==> src/rtl/fifo_param.sv <==
// Parametrised single-clock FIFO with occupancy count, programmable almost flags and sticky errors.
// Optional build macro FIFO_FWFT_EN selects first-word fall-through output instead of registered dout.
module fifo_param #(
    parameter int DATA_WIDTH = 16,
    parameter int ADDR_WIDTH = 4,
    parameter int AF_LEVEL   = 14,
    parameter int AE_LEVEL   = 2
) (
    input  logic                  clk,
    input  logic                  reset,
    input  logic [DATA_WIDTH-1:0] din,
    input  logic                  write,
    input  logic                  read,
    input  logic                  err_clr,
    output logic [DATA_WIDTH-1:0] dout,
    output logic                  empty,
    output logic                  full,
    output logic                  almost_full,
    output logic                  almost_empty,
    output logic [ADDR_WIDTH:0]   count,
    output logic                  overflow,
    output logic                  underflow
);

    localparam int DEPTH = 1 << ADDR_WIDTH;
    localparam logic [ADDR_WIDTH:0]   DEPTH_CNT = (ADDR_WIDTH+1)'(DEPTH);
    localparam logic [ADDR_WIDTH:0]   AF_CNT    = (ADDR_WIDTH+1)'(AF_LEVEL);
    localparam logic [ADDR_WIDTH:0]   AE_CNT    = (ADDR_WIDTH+1)'(AE_LEVEL);
    localparam logic [ADDR_WIDTH:0]   CNT_ONE   = (ADDR_WIDTH+1)'(1);
    localparam logic [ADDR_WIDTH-1:0] PTR_ONE   = (ADDR_WIDTH)'(1);

    logic [DATA_WIDTH-1:0] mem [DEPTH];
    logic [ADDR_WIDTH-1:0] wr_ptr;
    logic [ADDR_WIDTH-1:0] rd_ptr;
    logic                  rd_acc;
    logic                  wr_acc;

    // A read on a full FIFO frees the slot the simultaneous write needs.
    assign rd_acc = read & ~empty;
    assign wr_acc = write & (~full | rd_acc);

    assign empty        = (count == '0);
    assign full         = (count == DEPTH_CNT);
    assign almost_full  = (count >= AF_CNT);
    assign almost_empty = (count <= AE_CNT);

    // Storage is deliberately left out of reset.
    always_ff @(posedge clk) begin
        if (wr_acc) begin
            mem[wr_ptr] <= din;
        end
    end

    always_ff @(posedge clk or negedge reset) begin
        if (!reset) begin
            wr_ptr    <= '0;
            rd_ptr    <= '0;
            count     <= '0;
            overflow  <= 1'b0;
            underflow <= 1'b0;
        end else begin
            if (wr_acc) begin
                wr_ptr <= wr_ptr + PTR_ONE;
            end
            if (rd_acc) begin
                rd_ptr <= rd_ptr + PTR_ONE;
            end
            case ({wr_acc, rd_acc})
                2'b10:   count <= count + CNT_ONE;
                2'b01:   count <= count - CNT_ONE;
                default: count <= count;
            endcase
            // A new error in the same cycle as err_clr keeps the flag set.
            if (write && !wr_acc) begin
                overflow <= 1'b1;
            end else if (err_clr) begin
                overflow <= 1'b0;
            end
            if (read && !rd_acc) begin
                underflow <= 1'b1;
            end else if (err_clr) begin
                underflow <= 1'b0;
            end
        end
    end

`ifdef FIFO_FWFT_EN
    assign dout = empty ? '0 : mem[rd_ptr];
`else
    always_ff @(posedge clk or negedge reset) begin
        if (!reset) begin
            dout <= '0;
        end else if (rd_acc) begin
            dout <= mem[rd_ptr];
        end
    end
`endif

endmodule

==> config.mk <==
export PLATFORM = sky130hd
export DESIGN_NAME = fifo_param
export DESIGN_NICKNAME = d
export VERILOG_FILES = /design/src/rtl/fifo_param.sv
export SDC_FILE = /design/constraint.sdc
export NUM_CORES = 1
export LEC_CHECK = 0
export CAP_MARGIN = 15
export CORE_UTILIZATION = 40
export CTS_BUF_LIST = sky130_fd_sc_hd__clkbuf_8
export CTS_CLUSTER_DIAMETER = 120
export DETAILED_ROUTE_END_ITERATION = 8
export DONT_BUFFER_PORTS = 1
export GPL_ROUTABILITY_DRIVEN = 0
export GPL_TIMING_DRIVEN = 1
export PLACE_DENSITY = 0.55
export SLEW_MARGIN = 10
export SYNTH_ARGS = -nofsm -noshare
export SYNTH_HDL_FRONTEND = slang
export SYNTH_SLANG_ARGS = --single-unit
==> constraint.sdc <==
create_clock -name clk -period 4.37 [get_ports clk]
set_input_delay 0.874 -clock clk [delete_from_list [all_inputs] [get_ports clk]]
set_output_delay 0.874 -clock clk [all_outputs]
set_load 0.02 [all_outputs]
After elaboration in Yosys (flattened, before gate mapping)
Memories as Yosys holds them, arrays and structs flattened. A register that Yosys moved wholly into a read port is not among the register bits.
Cells that the tools add are included.
{"block": "op_classes", "add_sub_neg": 4, "n_mul": 0, "div": 0, "magnitude_cmp": 2, "eq_ne": 3, "n_shift": 0, "n_mux": 6, "n_bitwise": 5, "n_reduce_logical": 9}
{"op": "5-bit case mux with 2 select lines", "count": 1}
{"op": "4-bit by 1-bit adder with 4-bit output (second input constant)", "count": 2}
{"op": "2-bit nonzero test", "count": 3}
{"op": "5-bit by 1-bit adder with 5-bit output (second input constant)", "count": 1}
{"op": "5-bit == test (second input constant)", "count": 1}
{"op": "5-bit by 4-bit >= comparator with 1-bit output (second input constant)", "count": 1}
{"op": "5-bit by 2-bit less-or-equal comparator with 1-bit output (second input constant)", "count": 1}
{"op": "5-bit zero test", "count": 1}
{"op": "1-bit two-way mux", "count": 5}
{"op": "5-bit by 1-bit subtractor with 5-bit output (second input constant)", "count": 1}
{"op": "1-bit zero test", "count": 3}
{"op": "1-bit bitwise AND", "count": 2}
{"op": "2-bit by 1-bit == test with 1-bit output (second input constant)", "count": 1}
{"op": "2-bit == test (second input constant)", "count": 1}
{"op": "1-bit logical AND", "count": 2}
{"op": "1-bit inverter", "count": 2}
{"op": "1-bit bitwise OR", "count": 1}
{"block": "word_totals", "ff_bits": 15, "latchBits": 0, "mem_bits_rw": 256, "romBits": 0, "inputBits": 21, "out_inout_bits": 27, "wordCells": 35, "memories": 1}
{"memory": "mem", "depth": 16, "word_bits": 16, "rd": 1, "rd_clocked_by_memory_dff": 1, "wr": 1, "line_no": "32", "rtl": "logic [DATA_WIDTH-1:0] mem [DEPTH];"}

Logic depth before layout (Yosys ltp)
{"block": "logic_depth", "ltp_word": 8, "ltp_mapped": 10, "ltp_nobuf": 9}

Least setup slack after synthesis
OpenSTA, ideal clock, no wires.
{"block": "synth_timing", "kind": "register -> register", "start": "reg count[1]", "end": "reg count[4]", "setup_ps": 134, "t_arrival_ps": 2674, "required_ps": 4236, "slack_ps": 1562, "stages_incl_launch_ff": 11, "n_path_buf": 1, "synth_period_minus_slack_ps": 2808, "cell_sequence": "dfrtp_1 -> or4_4 -> o31a_1 -> buf_6 -> inv_1 -> ha_1 -> ha_1 -> a21o_1 -> a21oi_1 -> mux2i_1 -> xnor2_1"}
{"block": "synth_via", "elab_chain_cells": 7, "elab_cells_between_ends": 13, "cone_classes": "add/sub: 2; eq/ne: 3; mux: 1; bitwise: 5; reduce/logical: 2"}
{"element": "start: declaration", "line_no": "20", "rtl": "output logic [ADDR_WIDTH:0] count,"}
{"element": "start signal: assignment", "line_no": "69", "rtl": "2'b10: count <= count + CNT_ONE;"}
{"element": "start signal: assignment", "line_no": "70", "rtl": "2'b01: count <= count - CNT_ONE;"}
{"element": "start signal: assignment", "line_no": "71", "rtl": "default: count <= count;"}
{"element": "5-bit zero test", "line_no": "42", "rtl": "assign empty = (count == '0);"}
{"element": "1-bit inverter", "line_no": "39", "rtl": "assign rd_acc = read & ~empty;"}
{"element": "1-bit bitwise AND", "line_no": "39"}
{"element": "1-bit bitwise OR", "line_no": "40", "rtl": "assign wr_acc = write & (~full | rd_acc);"}
{"element": "1-bit bitwise AND", "line_no": "40"}
{"element": "2-bit by 1-bit == test with 1-bit output or 2-bit == test (tied branches)", "line_no": "68", "rtl": "case ({wr_acc, rd_acc})"}
{"element": "5-bit case mux with 2 select lines or 2-bit nonzero test (tied branches)"}
Several ways; a longest one is shown, not always the timed one.
A chain may end at the register's enable or synchronous reset.

Worst setup path in the final report
Same ends and word-level chain as after synthesis.

==> key figures <==
Timing
  – Slew Limit Fails: 0
  – Period utilisation layout: 70.2%
  – Clock skew: 0.0175 ns
  – Worst rel slew slack: 26.5%
  – Max Clk Rate: 326 MHz
  – Tmin final: 3.07 ns
  – Worst-Margin Slew: 1.10 ns
  – RSZ-0062 raised after global routing: no
  – Endpoints failing setup: 0
  – Final Hold Viols: 0
  – Total negative slack: 0 ns
  – Worst setup margin: 1.30 ns

Yosys
  – Top-count cell post-synth: edfxtp_1
  – Syn Inst Count: 527
  – EDFF count, synth: 256
  – Area leader, netlist: edfxtp_1
  – Post-synthesis async set-or-reset flop share: 10.8%
  – Sequential-to-total area share from yosys stat: 75.8%
  – Number of distinct library cells after synthesis: 37
  – Net Count, Synth: 558
  – Most instantiated cells after synthesis: edfxtp_1, mux4_2, mux2i_1
  – Syn Std Cell Area: 0.0112 mm2
  – Synth top area cells: edfxtp_1, mux4_2, dfrtp_1, mux2i_1, o221ai_1
  – Synth top area share: 68.8%
  – #FFs+latches synth: 287
  – Commonest register cell after synthesis: edfxtp_1
  – Mean Syn Cell Area: 21.2 um2
  – Syn. warnings: 0

Die
  – Die width: 169 um
  – Die area: 0.0286 mm2
  – Row count: 60
  – Initial Util: 41.1%
  – Total I/O pin count: 48
  – Total core area: 0.0272 mm2
  – Die Ht: 169 um

Clock tree
  – CTS tree: done
  – Sink Count: 287
  – Buffer levels on the longest clock path: 3
  – CTS clk-pin slew, worst paths: 0.06 ns
  – TritonCTS Buffers: 47
  – Worst-Skew Late Latency: 0.54 ns
  – H-tree level count: 2
  – CTS root buf: clkbuf_8

Outcome
  – Status: completed

Setup path
  – CP Launch Type: register
  – Arrival @ worst endpoint: 3.53 ns
  – Critical path endpoint category: register
  – Critical Path Fanout Max: 9
  – Setup Crit Path Kind: register to register
  – Worst EP required: 4.83 ns

Placed design
  – Place WS: 1.28 ns
  – Port buffer count: 0
  – Post-DP HPWL: 13.4 mm

Global routing
  – Largest net degree at the start of global routing: 52
  – GRT overflow: 0
  – Overall routing resource usage: 17.4%
  – Vias in the first global route: 5660
  – First-pass GRT wire length: 35.8 mm
  – Initial antenna violation count: 0

Finish
  – Diode count: 0
  – Nets: 595
  – Share of cells above drive strength 1: 28.0%
  – Synthesis-to-finish area growth: 12.5%
  – Filler Cells Inserted: 2314

Detailed routing
  – Post-route DRC violation count: 0
  – Via-per-instance ratio: 5.26
  – Vias: 5112
  – Pre-antenna DRT Iters: 4
  – DR iter-0 viols: 374
  – Final ANT Viol Nets: 0
  – Average wire per standard cell: 24.5 um
  – Routed WL: 23.8 mm

Power and ir drop
  – Total power: 7.99 mW
  – Static Leak: 4.23 nW
  – VDD IR-drop max: 0.000310 V
  – Cell Pwr Density: 636 mW/mm2

Min path
  – Worst hold path class: primary input to async pin

Run
  – Maxcap violations: 0
==> timing repair <==
action                                 CTS  global route
resized for setup                        0             0
endpoints found under the hold margin   31             0
hold buffers                             1             0
setup buffers                            0             0
==> routing by layer <==
metal,track usage (%),vias to the layer above,share of wire (%)
met5,0,-,0
met4,4.70,0,1.5
met3,3.86,36,6.5
met2,28.8,154,49
met1,23.3,2683,43
li1,-,2239,-
==> cell usage in the layout, fill, tap and decap left out, types with 2 or more instances in the layout <==
cell and n:
clkinv_2 6, dfrtp_1 28, ha_1 9, o21ai_0 4
mux2i_1 33, xnor2_1 9, dfrtp_2 2, clkbuf_8 51
buf_12 2, nor2_1 2, clkinv_1 6, nor2_2 12
nand2_1 29, edfxtp_1 256, nand2_4 2, a21o_1 2
o221ai_1 15, nor3_2 4, nand2b_1 2, buf_4 13
mux4_2 64, mux2_2 2, inv_1 25, bufinv_16 2
a21oi_1 2
==> sequential cells by signal, summed over array words and instances (netlist names) <==
register,flops
overflow,1
count,5
rd_ptr,4
wr_ptr,4
dout,16
mem,256
underflow,1
==> critical path: stages (launching register included) <==
cell and delay [ns]:
dfrtp_1 0.53, or4_4 0.61, o31a_1 0.41, inv_1 0.11, ha_1 0.28, ha_1 0.32, a21o_1 0.19, a21oi_1 0.17
mux2i_1 0.24, xnor2_1 0.13
==> report_power, final <==
group	internal, mW	switching, mW
sequential	3.38	0.542
combinational	0.949	0.908
clock	1.19	1.02
total	5.52	2.47
==> logic make-up after synthesis <==
group | synth area share [%]
muxes | 16.1
adders and majority gates | 1.19
and+or+nand+nor | 2.49
AOI/OAI and AO/OA | 1.98
buffers and inverters | 1.74
xor gates and xnor gates | 0.784
DFF | 75.8
==> worst paths after layout <==
path / endpoint / cells after the start / slack, ns / startpoint
max: count[4] / 9 / 1.30 / count[1]
min: dout[10] / 1 / 0.17 / reset
max reg2reg: count[4] / 9 / 1.30 / count[1]
min reg2reg: wr_ptr[3] / 2 / 0.62 / wr_ptr[1]
max in group asynchronous: dout[3] / 1 / 3.97 / reset
min in group clk: mem[13][8] / 0 / 0.42 / din[8]
==> stage by stage <==
step	cell area (um2)	std cells	util, %	hold slack, ns
final	12600	972	46.2	0.171
after global routing	12600	972	46.2	0.150
after floorplan	11200	527	-	0.543
after detailed placement	11600	886	42.9	0.579
after global placement	11600	886	42.9	0.579
after CTS	12600	972	46.2	0.148
==> area by class of cell <==
cell class / instances / area, um2 / area share (%)
clock buffer: 51 / 702 / 5.59
clock inverter: 34 / 196 / 1.56
inverter: 8 / 30.0 / 0.239
multi-input combinational: 205 / 2560 / 20.4
sequential: 287 / 8470 / 67.4
tap: 372 / 465 / 3.70
timing repair buffer: 15 / 138 / 1.10
No activity file was read; power rests on OpenSTA's default activity.
